`src/rtl/dht11_read_ctrl_if.sv`:
```
// Handshake/data bundle between a DHT11 read controller and its requester/sensor side.
// slave = controller view, master = requester/line side view.
interface dht11_read_ctrl_if;
  logic        tick_1us;
  logic        start;
  logic        dht_in;
  logic        dht_oe;
  logic        busy;
  logic        valid;
  logic        error;
  logic [1:0]  err_code;
  logic [15:0] humidity;
  logic [15:0] temperature;

  modport master (
    output tick_1us, start, dht_in,
    input  dht_oe, busy, valid, error, err_code, humidity, temperature
  );

  modport slave (
    input  tick_1us, start, dht_in,
    output dht_oe, busy, valid, error, err_code, humidity, temperature
  );
endinterface

```
`src/rtl/dht11_read_ctrl.sv`:
```
// DHT11 single-read sequencer: start pulse, response check, 40-bit pulse-width capture; DHT_CHECKSUM_EN enables checksum reject.
// Latency: START_LOW_US plus the sensor frame; valid/error pulse one cycle after CHECK or a wait timeout.
// Backpressure: none; start is accepted only in IDLE and ignored while busy.
module dht11_read_ctrl #(
  parameter int START_LOW_US  = 18000,
  parameter int TIMEOUT_US    = 200,
  parameter int BIT_THRESH_US = 40
) (
  input  logic             i_clk,
  input  logic             i_reset_n,
  dht11_read_ctrl_if.slave bus
);

  localparam logic [15:0] C_START_LOW = 16'(START_LOW_US);
  localparam logic [15:0] C_TIMEOUT   = 16'(TIMEOUT_US);
  localparam logic [15:0] C_THRESH    = 16'(BIT_THRESH_US);

  typedef enum logic [3:0] {
    S_IDLE, S_START_LOW, S_WAIT_RESP, S_RESP_LOW, S_RESP_HIGH,
    S_BIT_LOW, S_BIT_HIGH, S_CHECK, S_DONE, S_ERR
  } state_t;

  state_t      r_state;
  state_t      w_next_wait;
  logic        r_sync1, r_sync2, r_line_q;
  logic        w_rise, w_fall, w_edge_hit, w_bit, w_sum_ok;
  logic [15:0] r_us_cnt;
  logic [5:0]  r_bit_cnt;
  logic [39:0] r_data;
  logic        r_dht_oe, r_busy, r_valid, r_error;
  logic [1:0]  r_err_code;
  logic [15:0] r_hum, r_temp;

  // Synchronizer resets high (released line) so reset never fakes an edge.
  always_ff @(posedge i_clk or negedge i_reset_n) begin
    if (!i_reset_n) begin
      r_sync1  <= 1'b1;
      r_sync2  <= 1'b1;
      r_line_q <= 1'b1;
    end else begin
      r_sync1  <= bus.dht_in;
      r_sync2  <= r_sync1;
      r_line_q <= r_sync2;
    end
  end

  // Waits act on transitions, so the stale low left by our own start pulse is not taken as the response.
  assign w_rise = r_sync2 & ~r_line_q;
  assign w_fall = ~r_sync2 & r_line_q;
  assign w_bit  = (r_us_cnt > C_THRESH);

  always_comb begin
    w_edge_hit  = 1'b0;
    w_next_wait = S_IDLE;
    case (r_state)
      S_WAIT_RESP: begin w_edge_hit = w_fall; w_next_wait = S_RESP_LOW;  end
      S_RESP_LOW:  begin w_edge_hit = w_rise; w_next_wait = S_RESP_HIGH; end
      S_RESP_HIGH: begin w_edge_hit = w_fall; w_next_wait = S_BIT_LOW;   end
      S_BIT_LOW:   begin w_edge_hit = w_rise; w_next_wait = S_BIT_HIGH;  end
      S_BIT_HIGH: begin
        w_edge_hit  = w_fall;
        w_next_wait = (r_bit_cnt == 6'd39) ? S_CHECK : S_BIT_LOW;
      end
      default: begin end
    endcase
  end

`ifdef DHT_CHECKSUM_EN
  logic [7:0] w_sum;
  assign w_sum    = r_data[39:32] + r_data[31:24] + r_data[23:16] + r_data[15:8];
  assign w_sum_ok = (w_sum == r_data[7:0]);
`else
  logic w_unused_b4;
  assign w_unused_b4 = ^r_data[7:0];
  assign w_sum_ok    = 1'b1;
`endif

  always_ff @(posedge i_clk or negedge i_reset_n) begin
    if (!i_reset_n) begin
      r_state    <= S_IDLE;
      r_us_cnt   <= 16'd0;
      r_bit_cnt  <= 6'd0;
      r_data     <= 40'd0;
      r_dht_oe   <= 1'b0;
      r_busy     <= 1'b0;
      r_valid    <= 1'b0;
      r_error    <= 1'b0;
      r_err_code <= 2'b00;
      r_hum      <= 16'd0;
      r_temp     <= 16'd0;
    end else begin
      r_valid <= 1'b0;
      r_error <= 1'b0;
      // Any state change below overrides this, so a tick on a transition cycle is dropped.
      if (bus.tick_1us && (r_us_cnt != 16'hFFFF))
        r_us_cnt <= r_us_cnt + 16'd1;

      case (r_state)
        S_IDLE: begin
          if (bus.start) begin
            r_state    <= S_START_LOW;
            r_us_cnt   <= 16'd0;
            r_dht_oe   <= 1'b1;
            r_busy     <= 1'b1;
            r_err_code <= 2'b00;
          end
        end
        S_START_LOW: begin
          if (r_us_cnt >= C_START_LOW) begin
            r_state  <= S_WAIT_RESP;
            r_us_cnt <= 16'd0;
            r_dht_oe <= 1'b0;
          end
        end
        S_WAIT_RESP, S_RESP_LOW, S_RESP_HIGH, S_BIT_LOW, S_BIT_HIGH: begin
          if (w_edge_hit) begin
            r_state  <= w_next_wait;
            r_us_cnt <= 16'd0;
            if (r_state == S_RESP_HIGH)
              r_bit_cnt <= 6'd0;
            if (r_state == S_BIT_HIGH) begin
              r_data    <= {r_data[38:0], w_bit};
              r_bit_cnt <= r_bit_cnt + 6'd1;
            end
          end else if (r_us_cnt >= C_TIMEOUT) begin
            r_state    <= S_ERR;
            r_us_cnt   <= 16'd0;
            r_err_code <= 2'b01;
            r_error    <= 1'b1;
          end
        end
        S_CHECK: begin
          r_us_cnt <= 16'd0;
          if (w_sum_ok) begin
            r_state <= S_DONE;
            r_hum   <= r_data[39:24];
            r_temp  <= r_data[23:8];
            r_valid <= 1'b1;
          end else begin
            r_state    <= S_ERR;
            r_err_code <= 2'b10;
            r_error    <= 1'b1;
          end
        end
        S_DONE, S_ERR: begin
          r_state  <= S_IDLE;
          r_us_cnt <= 16'd0;
          r_busy   <= 1'b0;
        end
        default: begin
          r_state  <= S_IDLE;
          r_dht_oe <= 1'b0;
          r_busy   <= 1'b0;
        end
      endcase
    end
  end

  assign bus.dht_oe      = r_dht_oe;
  assign bus.busy        = r_busy;
  assign bus.valid       = r_valid;
  assign bus.error       = r_error;
  assign bus.err_code    = r_err_code;
  assign bus.humidity    = r_hum;
  assign bus.temperature = r_temp;

endmodule

```
`src/flat_wrapper.sv`:
```
// flat-port wrapper written by rule: the top's interface ports become plain ports
module dht11_read_ctrl_flat 
#(
  parameter int START_LOW_US  = 18000,
  parameter int TIMEOUT_US    = 200,
  parameter int BIT_THRESH_US = 40
)
  (i_clk, i_reset_n, bus_tick_1us, bus_start, bus_dht_in, bus_dht_oe, bus_busy, bus_valid, bus_error, bus_err_code, bus_humidity, bus_temperature);
  dht11_read_ctrl_if bus_i ();
  input  logic i_clk;
  input  logic i_reset_n;
  input wire logic [$bits(bus_i.tick_1us)-1:0] bus_tick_1us;
  input wire logic [$bits(bus_i.start)-1:0] bus_start;
  input wire logic [$bits(bus_i.dht_in)-1:0] bus_dht_in;
  output wire logic [$bits(bus_i.dht_oe)-1:0] bus_dht_oe;
  output wire logic [$bits(bus_i.busy)-1:0] bus_busy;
  output wire logic [$bits(bus_i.valid)-1:0] bus_valid;
  output wire logic [$bits(bus_i.error)-1:0] bus_error;
  output wire logic [$bits(bus_i.err_code)-1:0] bus_err_code;
  output wire logic [$bits(bus_i.humidity)-1:0] bus_humidity;
  output wire logic [$bits(bus_i.temperature)-1:0] bus_temperature;
  assign bus_i.tick_1us = bus_tick_1us;
  assign bus_i.start = bus_start;
  assign bus_i.dht_in = bus_dht_in;
  assign bus_dht_oe = bus_i.dht_oe;
  assign bus_busy = bus_i.busy;
  assign bus_valid = bus_i.valid;
  assign bus_error = bus_i.error;
  assign bus_err_code = bus_i.err_code;
  assign bus_humidity = bus_i.humidity;
  assign bus_temperature = bus_i.temperature;
  dht11_read_ctrl #(.START_LOW_US(START_LOW_US), .TIMEOUT_US(TIMEOUT_US), .BIT_THRESH_US(BIT_THRESH_US)) u_core (.i_clk(i_clk), .i_reset_n(i_reset_n), .bus(bus_i));
endmodule
```
`config.mk`:
```
export PLATFORM = sky130hd
export DESIGN_NAME = dht11_read_ctrl_flat
export DESIGN_NICKNAME = d
export VERILOG_FILES = /design/src/rtl/dht11_read_ctrl_if.sv /design/src/rtl/dht11_read_ctrl.sv /design/src/flat_wrapper.sv
export SDC_FILE = /design/constraint.sdc
export NUM_CORES = 1
export LEC_CHECK = 0
export ABC_CLOCK_PERIOD_IN_PS = 2500
export CAP_MARGIN = 20
export CORE_MARGIN = 2
export CORE_UTILIZATION = 45
export CTS_CLUSTER_DIAMETER = 200
export DETAILED_ROUTE_END_ITERATION = 10
export SETUP_SLACK_MARGIN = 0.1
export SYNTH_ARGS = -nofsm -noshare
export SYNTH_HDL_FRONTEND = slang
export SYNTH_SLANG_ARGS = --single-unit
```
`constraint.sdc`:
```
create_clock -name i_clk -period 2.5 [get_ports i_clk]
set_input_delay 0.75 -clock i_clk [delete_from_list [all_inputs] [get_ports i_clk]]
set_output_delay 0.75 -clock i_clk [all_outputs]
set_load 0.01 [all_outputs]
```
==> out/qor.yml <==
synthesis:
  yosysWarnings: 0
  netlist.area_leader.share_pct: 55.4
  synth_seq_cells: 106
  synth_common_cells: "nand2_1 (114), dfrtp_1 (103), mux2_2 (40)"
  synth_edf_count: 0
  synth_area_um2: 4650
  yosysUniqueCellTypes: 56
  avgSynthCellArea_um2: 10.7
  yosysSeqAreaShare_pct: 57.1
  synth_area_leaders: "dfrtp_1 (55%), mux2_2 (9.7%), nand2_1 (9.2%)"
  async_flop_share_pct: 100
  yosysMostFrequentCell: "nand2_1"
  syn_nets: 442
  yosysTopAreaCell: "dfrtp_1"
  synth_ff_type: "dfrtp_1"
  postSynthCellCount: 434
worst_setup_path:
  crit_fanout: 5
  cp-start-kind: "flop"
  crit_type: "reg -> reg"
  arrival_ps: 2450
  cp.required_ps: 2760
  rrSetupSlack_ps: 300
  cp-startpoint: "u_core.r_us_cnt[11]"
  cp-end-kind: "flop"
  r2r-start: "u_core.r_us_cnt[11]"
sta:
  hold_violations: 0
  final_max_slew_viol_count: 0
  clock_skew_ps: 10.5
  slew_headroom_pct: 66.4
  layout_min_cycle_time_ps: 2200
  finalSetupViolCount: 0
  post-route-period-util_pct: 87.9
  tightest_slew_ps: 504
  timing.final.ws_setup_ps: 303
  rsz0062_at_grt: "false"
  max_freq_mhz: 455
  fin_setup_tns_ps: 0
detailed_routing:
  via_count: 3152
  routed_via_density: 5.13
  ant_nets: 0
  wire_per_inst_um: 13.5
  drt_wl_total_um: 8300
  first_pass_iters: 4
  drt_iter0_markers: 65
  drc_errors: 0
run_status:
  outcome: "finished clean"
floorplan:
  core-area_um2: 10200
  rows: 37
  dieArea_um2: 11200
  pin_count: 43
  die_w_um: 106
  fp.dieH_um: 106
  start_util_pct: 45.7
place:
  hpwlAfterDp_um: 5510
  port-buffer-count: 41
  place.gp.congestion: 0.815
  place_ws_ps: 78.8
global_route:
  grt.overflow.total: 0
  grt_max_degree: 43
  antenna_found_initial: 0
  grt_pass1_vias: 3075
  grt_pass1_wl_um: 14800
  track_usage_pct: 16.2
clocking:
  h-tree-depth: 3
  cts_buffers: 9
  post_cts_buffers: 0
  clock_sinks: 106
  cts_root_buffer: "clkbuf_8"
  clk_pin_slew_ps: 110
  cts.path.max_buffers: 2
  clk_latency_ps: 360
  cts_tree: "done"
finish:
  drive_gt1_share_pct: 17.5
  antennaDiodeCount: 0
  synthToLayoutAreaGrowth_pct: 16.2
  nFillCells: 955
  regArea_um2: 2660
  multi_input_area_um2: 1820
  nets: 483
power:
  leakage_nw: 2.60
  ir_worst_vdd_mv: 0.336
  p_per_area_nw_per_um2: 579
job:
  cap_viol_max_count: 0
min_path:
  min_path_type: "in -> async"
[logic make-up after synthesis]
logic type      Yosys count  synth area share [%]
compound gates           38                  5.92
xor+xnor                 11                  2.07
fa+ha+maj                 3                 0.807
buf+inv                  32                  3.74
flops                   106                  57.1
mux                      44                  10.5
other cells               1                0.0806
simple gates            199                  19.7
[per-layer routing]
layer,global-route usage (%),up-vias,wire length [µm],part of all wire (%)
met2,25.7,45,3930,47
met3,3.46,6,249,3.0
li1,-,1550,-,-
met5,0,-,0,0
met1,22.7,1551,4050,49
met4,4.51,0,63,0.76
[stage by stage]
step,instance area (µm²),hold WS (ps),utilization [%],instances,total power (W)
floorplan,4650,345,-,434,0.00209
global placement,5230,345,51.3,600,0.00218
detailed placement,5230,347,51.3,600,0.00219
CTS,5400,348,53.1,615,0.00318
global route,5410,355,53.1,615,0.00332
finish,5410,341,53.1,615,0.00313
[report_power, final]
part | internal (W) | total (W) | switching [W]
logic | 0.000120 | 0.000262 | 0.000141
registers | 0.00178 | 0.00190 | 0.000124
clock network | 0.000371 | 0.000969 | 0.000598
total | 0.00227 | 0.00313 | 0.000863
[layout make-up]
class | instances | share of cell area, %
multi-input combinational | 296 | 33.7
tap | 136 | 3.15
clock inverter | 6 | 0.972
sequential | 106 | 49.1
timing repair buffer | 56 | 10.3
clock buffer | 9 | 2.29
inverter | 6 | 0.417
[worst max-delay path, cell delays in order (launching register included)]
cell and delay (ps):
dfrtp_1 430, or3_4 430, a2111oi_1 440, o31ai_1 160, buf_4 180, nand2_1 100, mux2_2 350
[worst paths after layout]
path,to,cells after the start
max in group asynchronous,u_core.bus.temperature[6],2
setup reg to reg,u_core.r_state[0],6
hold reg to reg,u_core.r_sync2,0
hold / removal,u_core.r_data[37],1
setup / recovery,u_core.r_state[0],6
min in group i_clk,u_core.r_sync2,0
[state kept, by name, indices dropped and copies added (netlist names), 4 cells and up]
register / count
u_core.r_data: 40
u_core.bus.humidity: 16
u_core.bus.temperature: 16
u_core.r_us_cnt: 16
u_core.r_bit_cnt: 6
u_core.r_state: 4
[placed cells by master (no fill, tap or decap), types with 2 or more instances in the layout]
cell type and n:
nor4_1 4, dfstp_2 3, nand4_1 4, inv_8 2, and3_1 3, inv_1 6, a211oi_2 2, clkinvlp_4 4
buf_4 13, nand3b_1 2, a21o_1 3, mux2i_1 4, a21oi_1 7, a22o_1 2, nand2_1 114, nor3_1 15
nor2_1 25, buf_12 3, mux2_2 40, clkdlybuf4s50_1 40, nand3_1 11, a31oi_1 2, nand2b_1 5, or3_1 2
ha_1 3, xnor2_1 11, dfrtp_1 103, o2bb2ai_1 2, clkbuf_8 9, o21ai_0 8
[timing repair]
item,CTS,global route
hold buffers,0,0
gates resized for setup,0,2
endpoints found under the setup margin,0,15
Power figures use the tool's default switching activity.
